--- config.mk ---
export PLATFORM = sky130hd
export DESIGN_NAME = recv
export DESIGN_NICKNAME = d
export VERILOG_FILES = /design/src/rtl/uart_pkg.sv /design/src/rtl/uart_sync.sv /design/src/rtl/recv.sv
export SDC_FILE = /design/constraint.sdc
export NUM_CORES = 1
export LEC_CHECK = 0
export ABC_CLOCK_PERIOD_IN_PS = 2400
export BUFFER_PORTS_ARGS = -buffer_cell sky130_fd_sc_hd__buf_2
export CAP_MARGIN = 10
export CORE_MARGIN = 2
export CORE_UTILIZATION = 30
export CTS_CLUSTER_SIZE = 40
export DETAILED_ROUTE_END_ITERATION = 8
export PLACE_DENSITY = 0.5
export SLEW_MARGIN = 20
export SYNTH_ARGS = -nofsm -noshare
export SYNTH_HDL_FRONTEND = slang
export SYNTH_SLANG_ARGS = --single-unit
--- constraint.sdc ---
create_clock -name i_clk -period 2.4 [get_ports i_clk]
set_input_delay 0.48 -clock i_clk [delete_from_list [all_inputs] [get_ports i_clk]]
set_output_delay 0.48 -clock i_clk [all_outputs]
set_load 0.02 [all_outputs]
--- src/rtl/uart_pkg.sv ---
// uart_pkg: encodings and helpers shared by the UART transmitter and receiver.
// Frame code 101..111 falls back to 8 data bits; parity 11 means none.
package uart_pkg;

    localparam logic [1:0] PARITY_NONE = 2'b00;
    localparam logic [1:0] PARITY_ODD  = 2'b01;
    localparam logic [1:0] PARITY_EVEN = 2'b10;

    localparam logic [2:0] FRAME_5bit = 3'b000;
    localparam logic [2:0] FRAME_6bit = 3'b001;
    localparam logic [2:0] FRAME_7bit = 3'b010;
    localparam logic [2:0] FRAME_8bit = 3'b011;
    localparam logic [2:0] FRAME_9bit = 3'b100;

    typedef enum logic [2:0] {
        RX_IDLE,
        RX_START,
        RX_DATA,
        RX_PARITY,
        RX_STOP_1,
        RX_STOP_2,
        RX_DONE
    } rx_state_e;

    // Number of data bits carried by a frame-size code.
    function automatic logic [3:0] frame_bits(input logic [2:0] code);
        case (code)
            FRAME_5bit: frame_bits = 4'd5;
            FRAME_6bit: frame_bits = 4'd6;
            FRAME_7bit: frame_bits = 4'd7;
            FRAME_9bit: frame_bits = 4'd9;
            default:    frame_bits = 4'd8;
        endcase
    endfunction

endpackage

--- src/rtl/uart_sync.sv ---
// uart_sync: two-flop synchroniser for the asynchronous serial line.
// Reset value is a parameter so an idle-high line resets to 1.
module uart_sync #(
    parameter logic RST_VAL = 1'b1
) (
    input  logic i_clk,
    input  logic i_rst,
    input  logic i_d,
    output logic o_q
);

    logic meta_q;
    logic sync_q;

    // Two-stage capture of the asynchronous input.
    always_ff @(posedge i_clk) begin
        if (i_rst) begin
            meta_q <= RST_VAL;
            sync_q <= RST_VAL;
        end else begin
            meta_q <= i_d;
            sync_q <= meta_q;
        end
    end

    assign o_q = sync_q;

endmodule

--- src/rtl/recv.sv ---
// recv: UART receiver, oversampled by i_stick, 5-9 data bits, parity, 1/2 stop.
// Define RECV_BREAK_DETECT_EN to report an all-zero frame as a break.
module recv
    import uart_pkg::*;
#(
    parameter int SIZE_DATA     = 9,
    parameter int OVER_SAMPLING = 16
) (
    input  logic                 i_clk,
    input  logic                 i_rst,
    input  logic                 i_stick,
    input  logic                 i_rx_en,
    input  logic [2:0]           i_size_frame,
    input  logic [1:0]           i_parity_bit,
    input  logic                 i_stop_bit,
    input  logic                 i_data_rx,
    output logic [SIZE_DATA-1:0] o_data,
    output logic                 o_done_rx,
    output logic                 o_parity_err,
    output logic                 o_frame_err,
    output logic                 o_break
);

    localparam int CW = $clog2(OVER_SAMPLING);
    localparam logic [CW-1:0] HALF_LAST = CW'(OVER_SAMPLING / 2 - 1);
    localparam logic [CW-1:0] FULL_LAST = CW'(OVER_SAMPLING - 1);

    logic                 rx_s;
    rx_state_e            state_q, state_d;
    logic [CW-1:0]        count_q, count_d;
    logic [3:0]           index_q, index_d;
    logic [SIZE_DATA-1:0] shift_q, shift_d;
    logic [2:0]           size_q, size_d;
    logic [1:0]           par_q, par_d;
    logic                 stop_q, stop_d;
    logic                 par_bit_q, par_bit_d;
    logic                 ferr_q, ferr_d;
    logic [SIZE_DATA-1:0] data_q, data_d;
    logic                 done_q, done_d;
    logic                 perr_q, perr_d;
    logic                 frame_err_q, frame_err_d;
    logic                 has_par, mid_bit, go_done, armed;
    logic [3:0]           nbits;
`ifdef RECV_BREAK_DETECT_EN
    logic                 brk_q, brk_d;
    logic                 break_q, break_d;
    logic                 wait_high_q, wait_high_d;
    assign armed   = !wait_high_q;
    assign o_break = break_q;
`else
    assign armed   = 1'b1;
    assign o_break = 1'b0;
`endif

    uart_sync #(.RST_VAL(1'b1)) u_sync (
        .i_clk(i_clk),
        .i_rst(i_rst),
        .i_d  (i_data_rx),
        .o_q  (rx_s)
    );

    assign has_par = (par_q == PARITY_ODD) || (par_q == PARITY_EVEN);
    assign nbits   = frame_bits(size_q);
    assign mid_bit = i_stick && (count_q == FULL_LAST);

    // Next-state, sampling and output-capture logic for the frame FSM.
    always_comb begin
        state_d     = state_q;
        count_d     = count_q;
        index_d     = index_q;
        shift_d     = shift_q;
        size_d      = size_q;
        par_d       = par_q;
        stop_d      = stop_q;
        par_bit_d   = par_bit_q;
        ferr_d      = ferr_q;
        data_d      = data_q;
        done_d      = 1'b0;
        perr_d      = perr_q;
        frame_err_d = frame_err_q;
        go_done     = 1'b0;
`ifdef RECV_BREAK_DETECT_EN
        brk_d       = brk_q;
        break_d     = break_q;
        wait_high_d = wait_high_q;
`endif
        if (i_stick) count_d = count_q + CW'(1);
        unique case (state_q)
            RX_IDLE: begin
                count_d = '0;
                index_d = '0;
`ifdef RECV_BREAK_DETECT_EN
                if (rx_s) wait_high_d = 1'b0;
                brk_d = 1'b0;
`endif
                if (i_rx_en && !rx_s && armed) begin
                    state_d   = RX_START;
                    shift_d   = '0;
                    size_d    = i_size_frame;
                    par_d     = i_parity_bit;
                    stop_d    = i_stop_bit;
                    par_bit_d = 1'b0;
                    ferr_d    = 1'b0;
                end
            end
            RX_START: begin
                if (i_stick && count_q == HALF_LAST) begin
                    count_d = '0;
                    state_d = rx_s ? RX_IDLE : RX_DATA;
                end
            end
            RX_DATA: begin
                if (mid_bit) begin
                    count_d = '0;
                    if (int'(index_q) < SIZE_DATA) shift_d[index_q] = rx_s;
                    index_d = index_q + 4'd1;
                    if (index_q == nbits - 4'd1)
                        state_d = has_par ? RX_PARITY : RX_STOP_1;
                end
            end
            RX_PARITY: begin
                if (mid_bit) begin
                    count_d   = '0;
                    par_bit_d = rx_s;
                    state_d   = RX_STOP_1;
                end
            end
            RX_STOP_1: begin
                if (mid_bit) begin
                    count_d = '0;
                    ferr_d  = !rx_s;
`ifdef RECV_BREAK_DETECT_EN
                    brk_d = !rx_s && (shift_q == '0) && !(has_par && par_bit_q);
`endif
                    if (stop_q) state_d = RX_STOP_2;
                    else        go_done = 1'b1;
                end
            end
            RX_STOP_2: begin
                if (mid_bit) begin
                    count_d = '0;
                    ferr_d  = ferr_q | !rx_s;
                    go_done = 1'b1;
                end
            end
            RX_DONE: begin
                count_d = '0;
                state_d = RX_IDLE;
            end
            default: state_d = RX_IDLE;
        endcase
        if (go_done) begin
            state_d = RX_DONE;
            done_d  = 1'b1;
            data_d  = shift_q;
            perr_d  = has_par &&
                      (par_bit_q != ((^shift_q) ^ (par_q == PARITY_ODD)));
`ifdef RECV_BREAK_DETECT_EN
            break_d     = brk_d;
            frame_err_d = brk_d ? 1'b0 : ferr_d;
            if (brk_d) wait_high_d = 1'b1;
`else
            frame_err_d = ferr_d;
`endif
        end
    end

    // State, datapath and registered outputs.
    always_ff @(posedge i_clk) begin
        if (i_rst) begin
            state_q     <= RX_IDLE;
            count_q     <= '0;
            index_q     <= '0;
            shift_q     <= '0;
            size_q      <= '0;
            par_q       <= '0;
            stop_q      <= 1'b0;
            par_bit_q   <= 1'b0;
            ferr_q      <= 1'b0;
            data_q      <= '0;
            done_q      <= 1'b0;
            perr_q      <= 1'b0;
            frame_err_q <= 1'b0;
`ifdef RECV_BREAK_DETECT_EN
            brk_q       <= 1'b0;
            break_q     <= 1'b0;
            wait_high_q <= 1'b0;
`endif
        end else begin
            state_q     <= state_d;
            count_q     <= count_d;
            index_q     <= index_d;
            shift_q     <= shift_d;
            size_q      <= size_d;
            par_q       <= par_d;
            stop_q      <= stop_d;
            par_bit_q   <= par_bit_d;
            ferr_q      <= ferr_d;
            data_q      <= data_d;
            done_q      <= done_d;
            perr_q      <= perr_d;
            frame_err_q <= frame_err_d;
`ifdef RECV_BREAK_DETECT_EN
            brk_q       <= brk_d;
            break_q     <= break_d;
            wait_high_q <= wait_high_d;
`endif
        end
    end

    assign o_data       = data_q;
    assign o_done_rx    = done_q;
    assign o_parity_err = perr_q;
    assign o_frame_err  = frame_err_q;

endmodule

======== Word level (Yosys, flattened, before mapping) ========
Index checks and enable logic that the tools add are counted.
storage, ports and cells
  memory bits (read-only) ................. 0
  memories kept ........................... 0
  flip-flop bits (word level) ............. 42
  bits in writable memories ............... 0
  word-level logic and storage cells ...... 114
  output and inout port bits .............. 13
  bits in latches ......................... 0
  bits of input ports ..................... 11
cells by class
  reduce and logical (&&, ||, !) cells .... 21
  div/mod/pow operators ................... 0
  multiplexer cells ....................... 37
  add/sub/neg operators ................... 3
  equal/unequal tests ..................... 31
  magnitude comparators ................... 3
  shifts and indexed selects .............. 0
  bitwise gates (word level) .............. 3
  multipliers ............................. 0
operators by type and width
  cell                 number
  $mux 3               9
  $mux 9               3
  $ne 3x3->1 const B   7
  $ne 2x2->1 const B   9
  $pmux 3 s6           1
  $pmux 9 s2           1
  $mux 4               4
  $pmux 4 s4           1
  $reduce_and 8->1     2
  $eq 3x3->1 const B   4
  $pmux 4 s3           1
  $mux 1               10
  $bwmux 9             1
  $eq 3x2->1 const B   3
  $reduce_xor 9->1     1
  $add 4x1->4 const B  2
  $pmux 4 s2           1
  $eq 3x1->1 const B   2
  $logic_not 3->1      2
  $logic_and 1x1->1    5
  $lt 4x5->1 const B   1
  $demux 1 s4          1
  $eq 4x3->1 const B   1
  $eq 4x4->1           1
  21 further kinds     25

======== Logic depth before layout (Yosys ltp) ========
Gate-level depths: netlist (run 1).
  depth after elaboration ................. 8
  depth in mapped cells ................... 7
  mapped depth without buffers ............ 7

======== Hierarchy ========
A second synthesis (run 1) with hierarchy kept.
unflattened totals
  cells, all modules ...................... 279
  area total of the unflattened synthesis .. 2182.1 µm²
modules (own cells, without submodules)
  module     cells an instance  instances  area each (µm²)  seq. area each (µm²)
  recv       275                1          2129.5           800.8
  uart_sync  4                  1          52.6             40.0

======== Worst setup path after synthesis (run 1) ========
No wires, ideal clock.
  path type ............................... input to register
  from .................................... in i_stick
  to ...................................... reg state_q[0]
  arrival time ............................ 1.717 ns
  setup time .............................. 0.116 ns
  cell stages on the path ................. 7
  slack ................................... 0.566 ns
  path buffers ............................ 2
  data required time ...................... 2.284 ns
  cell sequence ........................... buf_4 -> and4_1 -> buf_6 -> nand3b_2 -> a32o_2 -> or2_4 -> a41o_1
on the way
  cells in the longest elaborated chain, start to end .. 4
  elaborated cells between the ends (all ways) .. 11
  classes of those cells .................. eq/ne (4); mux (3); reduce/logical (4)
RTL lines
  what                       line                      source
  start, declared            recv.sv:11                input logic i_stick,
  $logic_and 1x1->1          recv.sv:64                assign mid_bit = i_stick && (count_q == FULL_LAST);
  $mux 1 (on tied branches)  recv.sv:140, recv.sv:129
  $pmux 1 s2                 recv.sv:88                unique case (state_q)
  $reduce_or 2->1 (no line)  -
  end signal, assigned       recv.sv:190               state_q <= state_d;
  end, declared              recv.sv:29                rx_state_e state_q, state_d;
Parallel ways exist; a longest one is shown, timed or not.
A chain may end at the register's enable or synchronous reset.

======== Final worst setup path (run 1) ========
  from .................................... reg count_q[0]
  to ...................................... reg state_q[0]
on the way
  cells in the longest elaborated chain, start to end .. 5
  elaborated cells between the ends (all ways) .. 13
  classes of those cells .................. eq/ne (6); mux (3); reduce/logical (4)
RTL lines
  what                       line                      source
  start, declared            recv.sv:30                logic [CW-1:0] count_q, count_d;
  start signal, assigned     recv.sv:191               count_q <= count_d;
  $eq 4x4->1                 recv.sv:64
  $logic_and 1x1->1          recv.sv:64
  $mux 1 (on tied branches)  recv.sv:140, recv.sv:129
  $pmux 1 s2                 recv.sv:88
  $reduce_or 2->1 (no line)  -
Parallel ways exist; a longest one is shown, timed or not.

==> results.toml, run 1 <==
[placement]
pre_cts_slack_ns = 0.4435
hpwlAfterDp_mm = 3.515
gp_congestion = 0.7905
port_buffers = 22

[global_route]
grt_usage_pct = 12.92
grt_max_degree = 40
grt-ovfl-total = 0
antenna_found_initial = 0
grt_pass1_vias = 1705
grt_pass1_wl_mm = 8.155

[layout]
final_cell_mix = "dfxtp_1, a21oi_1, nand2_1"
drive_gt1_share_pct = 17.07
fillCellCount = 769
syn2layout_area_growth_pct = 13.53
layout_commonest_cell = "dfxtp_1"
fin_nets = 304
antenna_cells = 0

[critical_path]
crit_required_ns = 2.60
cp_max_fo = 5
r2r_setup_slack_ns = 0.52
rr_worst_depth = 6
r2r_start = "count_q[0]"
cp-end-kind = "flip-flop"
crit_path_start_kind = "flip-flop"
rr_endpoint = "state_q[0]"
worstPathArrival_ns = 2.08
path_class = "reg2reg"
critPathLaunch = "count_q[0]"

[detailed_routing]
drt_first_pass_iters = 4
viasPerCell = 4.795
via_count = 1851
routed_wl_mm = 4.851
ant_nets = 0
wire_per_inst_microns = 12.57
first_iter_violations = 57
drc = 0

[synthesis]
synth_flop_cell = "dfxtp_1"
avgSynthCellArea_sq_um = 8.119
yosysUniqueCellTypes = 52
netlist_instances = 270
seq_area_frac_synth_pct = 38.36
syn-cell-area_sq_um = 2192
ys_ff_latch = 42
syn-num-nets = 288
ys_async_sr_fraction_pct = 0
synth_edf_count = 0
ys.warnings.count = 0

[power]
cellLeakagePower_nw = 0.9350
powerDensity_nw_per_um2 = 677.1
p_clk_share_pct = 33.9
power_mw = 1.685
p_switching_mw = 0.5025
ir_drop_mv = 0.3753
switching_share_pct = 29.82
internal_power_mw = 1.183
power_frac_seq_pct = 43.8
comb_power_share_pct = 22.3

[floorplan]
dieWidth_microns = 89.48
die_h_microns = 89.48
rows = 31
start_util_pct = 30.55
die_area_sq_um = 8007
io_pins = 24
core_sq_um = 7176

[timing]
fin_crit_ns = 1.883
finalSetupTns_ns = 0
worst_pin_slew_ns = 0.7132
clock_skew_ns = 0.006931
max_freq_ghz = 0.5310
grt_setup_unrepaired = "no"
slew_viol_final = 0
slew_headroom_pct = 52.46
hold_violations = 0
setup_violations = 0
fin_crit_sh_pct = 78.47
finalWorstSetupSlack_ns = 0.5167

[cts]
hold_buffers = 0
cts.reportedPaths.clkPinSlew_ns = 0.09
cts_tree = "built"
cts_buffer_depth = 2
clock_latency_ns = 0.29
cts_root_buffer = "clkbuf_8"
cts-resized-gates = 0
cts-buffers-inserted = 5
post-cts-setup-buffer-count = 0
cts.sinks = 42
htreeDepth = 2

[run_status]
status = "complete, no violations"

[worst_hold_path]
min_to = "u_sync.meta_q"
worstHoldPathType = "in2reg"
worstHoldStart = "i_data_rx"
hold_depth = 2

[flow_run]
maxCapViolCount = 0
[worst max path at each step]
stage	slack, ns	end	cells after the start
finish	0.52	state_q[0]	6
global route	0.37	shift_q[8]	5
CTS	0.51	state_q[0]	6
detailed placement	0.44	state_q[0]	6
global placement	0.50	state_q[0]	6
floorplan	0.57	state_q[0]	7
[registers in the layout (all words and copies together), names as in the netlist, 2 cells and up]
name / flops
index_q: 4
state_q: 3
count_q: 4
size_q: 3
o_data: 9
par_q: 2
shift_q: 9
[worst max-delay path: stages (launching register included)]
cell,delay (ns)
dfxtp_1,0.38
ha_1,0.23
and4_1,0.33
nand3b_2,0.09
a32o_2,0.28
or2_4,0.24
a41o_1,0.23
[kinds of logic after synthesis]
kind of cell | count (synthesis) | share of synthesized area [%]
AO/OA/AOI/OAI | 75 | 20.78
XOR/XNOR | 12 | 5.422
adder cells (fa/ha/maj) | 7 | 3.995
buffers and inverters | 26 | 5.707
flip-flops | 42 | 38.36
multiplexers | 8 | 3.653
other | 1 | 0.1711
AND/OR/NAND/NOR | 99 | 21.92
[power groups by stage]
stage	Combinational, mW	Clock [mW]	Sequential (mW)
after global placement	0.376	0	0.755
after global routing	0.418	0.623	0.742
final	0.375	0.572	0.738
after detailed placement	0.375	0	0.754
after floorplan	0.309	0	0.746
after CTS	0.378	0.590	0.737
[metrics by stage]
| stage | hold WS, ns | util (%) | cell area [sq um] | cells |
|---|---|---|---|---|
| after floorplan | 0.3895 | - | 2192 | 270 |
| after global placement | 0.3928 | 33.11 | 2376 | 378 |
| after detailed placement | 0.3960 | 33.11 | 2376 | 378 |
| after CTS | 0.3569 | 34.68 | 2489 | 386 |
| after global routing | 0.3474 | 34.68 | 2489 | 386 |
| final | 0.3648 | 34.68 | 2489 | 386 |
[cell type report]
| type | instances | area [sq um] | area share [%] |
|---|---|---|---|
| sequential | 42 | 840.8 | 33.79 |
| multi-input combinational | 202 | 1226 | 49.27 |
| clock inverter | 3 | 43.79 | 1.760 |
| tap | 99 | 123.9 | 4.977 |
| clock buffer | 5 | 68.82 | 2.765 |
| timing repair buffer | 29 | 162.7 | 6.536 |
| inverter | 6 | 22.52 | 0.9050 |
[per-layer routing]
| metal | track usage, % | vias to the layer above | part of all wire (%) |
|---|---|---|---|
| li1 | - | 970 | - |
| met1 | 17.51 | 852 | 50 |
| met2 | 20.54 | 21 | 46 |
| met3 | 2.955 | 8 | 2.4 |
| met4 | 3.799 | 0 | 1.9 |
| met5 | 0 | - | 0 |
[Yosys cell counts (all sizes together) (2+ instances only)]
cell type | count | area [sq um]
dfxtp | 42 | 840.8
a21oi | 38 | 190.2
nand2 | 35 | 131.4
nor2 | 24 | 90.09
o21ai | 16 | 80.07
buf | 10 | 63.81
clkbuf | 10 | 38.78
mux2i | 8 | 80.08
ha | 7 | 87.58
nor3 | 7 | 35.03
xnor2 | 7 | 61.31
inv | 6 | 22.52
nand3 | 5 | 25.02
nand4 | 4 | 25.02
nor2b | 4 | 25.02
or2 | 4 | 27.53
xor2 | 4 | 35.03
a22oi | 3 | 22.52
and3 | 3 | 21.27
nand2b | 3 | 18.77
o211ai | 3 | 22.52
a211oi | 2 | 15.01
a311oi | 2 | 23.77
o22ai | 2 | 18.77
or3 | 2 | 12.51
(Power assumes the default switching activity.)
==> inputs of run 2 (changes only) <==
--- a/config.mk
+++ b/config.mk
@@ -5,14 +5,14 @@
 export SDC_FILE = /design/constraint.sdc
 export NUM_CORES = 1
 export LEC_CHECK = 0
-export ABC_CLOCK_PERIOD_IN_PS = 2400
+export ABC_CLOCK_PERIOD_IN_PS = 1600
 export BUFFER_PORTS_ARGS = -buffer_cell sky130_fd_sc_hd__buf_2
 export CAP_MARGIN = 10
 export CORE_MARGIN = 2
 export CORE_UTILIZATION = 30
 export CTS_CLUSTER_SIZE = 40
 export DETAILED_ROUTE_END_ITERATION = 8
-export PLACE_DENSITY = 0.5
+export PLACE_DENSITY = 0.52
 export SLEW_MARGIN = 20
 export SYNTH_ARGS = -nofsm -noshare
 export SYNTH_HDL_FRONTEND = slang
==> constraint.sdc (replaced) <==
create_clock -name i_clk -period 1.6 [get_ports i_clk]
set_input_delay 0.32 -clock i_clk [delete_from_list [all_inputs] [get_ports i_clk]]
set_output_delay 0.32 -clock i_clk [all_outputs]
set_load 0.02 [all_outputs]
==> run 2 against run 1 <==
- the run now ends with setup timing left
- register-to-register slack worse by 0.56 ns
- die area unchanged
- sequential cell count unchanged
- clock power up 32%
- hold slack worse by 0.17 ns
- setup slack worse by 0.56 ns
- sequential share of layout area down 4.7 points
- critical path type unchanged
- largest cell class unchanged
- highest routed layer unchanged
==> results.toml, run 2 (same netlist as run 1, synthesis figures left out) <==
[critical_path]
crit_required_ns = 1.83
cp_max_fo = 5
worstPathArrival_ns = 1.87
r2r_setup_slack_ns = -0.05
rr_worst_depth = 6
cp-end-kind = "flip-flop"
path_class = "reg2reg"
crit_path_start_kind = "flip-flop"

[cts]
cts_buffer_depth = 2
hold_buffers = 0
cts_root_buffer = "clkbuf_8"
cts_tree = "built"
cts-buffers-inserted = 5
cts.reportedPaths.clkPinSlew_ns = 0.09
htreeDepth = 2
clock_latency_ns = 0.31
cts.sinks = 42

[power]
ir_drop_mv = 0.5686
powerDensity_nw_per_um2 = 896.2
cellLeakagePower_nw = 1.157

[detailed_routing]
routed_wl_mm = 5.326
first_iter_violations = 52
ant_nets = 0
drt_first_pass_iters = 4
wire_per_inst_microns = 12.41
viasPerCell = 4.711
drc = 0
via_count = 2021

[layout]
final_cell_mix = "buf_4, a21oi_1, nand2_1, dfxtp_1, nor2_1"
syn2layout_area_growth_pct = 33.68
seq_area_sq_um = 852.1
fin_nets = 347
fillCellCount = 747
postLayoutCoreUtil_pct = 40.84
drive_gt1_share_pct = 35.45
fin_cells = 429
multi_input_comb_area_sq_um = 1324
antenna_cells = 0
layout_commonest_cell = "buf_4"

[global_route]
antenna_found_initial = 0
grt_pass1_vias = 1822
grt_usage_pct = 13.89
grt_pass1_wl_mm = 8.611
grt_max_degree = 29
grt-ovfl-total = 0

[floorplan]
dieWidth_microns = 89.48
rows = 31
die_h_microns = 89.48
die_area_sq_um = 8007
start_util_pct = 30.55
core_sq_um = 7176
io_pins = 24

[timing]
setup_violations = 5
fin_crit_sh_pct = 102.8
clock_skew_ns = 0.01352
max_freq_ghz = 0.6078
finalWorstSetupSlack_ns = -0.04528
slew_viol_final = 0
fin_crit_ns = 1.645
grt_setup_unrepaired = "yes"
hold_violations = 0

[placement]
port_buffers = 22
gp_congestion = 0.8468
post-place-cells = 415
hpwlAfterDp_mm = 3.853

[run_status]
violations = "setup timing"
status = "finished with violations"

[flow_run]
maxCapViolCount = 0

[worst_hold_path]
hold_depth = 2
worstHoldPathType = "in2reg"
==> run 2: per-stage QoR <==
step                setup WS, ns  area (sq um)  hold WS, ns  setup TNS, ns  power (mW)
floorplan               -0.08727          2208       0.3895        -0.1590       1.587
global placement        -0.03522          2683       0.3951        -0.1403       1.822
detailed placement      -0.04646          2683       0.3991        -0.2853       1.821
CTS                     -0.03391          2805       0.1928        -0.1665       2.571
global route             -0.1488          2930       0.2056         -1.079       2.769
finish                  -0.04528          2930       0.1986        -0.1042       2.626
==> run 2: path summary, 6_finish.rpt <==
kind / start / end
hold reg to reg: u_sync.meta_q / u_sync.o_q
setup reg to reg: count_q[1] / state_q[1]
setup / recovery: count_q[1] / state_q[1]
hold / removal: i_data_rx / u_sync.meta_q
==> run 2: power breakdown <==
group	internal (mW)	switching, mW
combinational	0.371	0.393
sequential	1.08	0.0255
clock	0.316	0.438
total	1.77	0.857
==> run 2: routing by layer <==
layer | vias to the layer above | global-route usage [%] | wire (microns)
li1 | 1053 | - | -
met1 | 934 | 18.34 | 2487
met2 | 25 | 21.75 | 2576
met3 | 9 | 3.324 | 140
met4 | 0 | 5.699 | 122
met5 | - | 0 | 0
==> run 2: layout make-up <==
class / instances / share of cell area, %
inverter: 6 / 0.7686
multi-input combinational: 202 / 45.18
clock inverter: 3 / 0.8540
clock buffer: 5 / 2.348
tap: 99 / 4.227
timing repair buffer: 72 / 17.55
sequential: 42 / 29.08
==> run 2: repair_timing <==
action / 4_1_cts / 5_1_grt
pin swaps: 8 / 16
setup endpoints to repair: 11 / 15
cloned: 0 / 1
setup buffers: 1 / 4
endpoints found under the hold margin: 0 / 0
resized for setup: 8 / 26
==> run 2: critical path, stage by stage (launching register included) <==
cell and delay [ns]:
dfxtp_2 0.36, ha_4 0.15, nand4_1 0.12, a21o_1 0.19
o31a_1 0.27, or2_4 0.25, a311oi_2 0.22
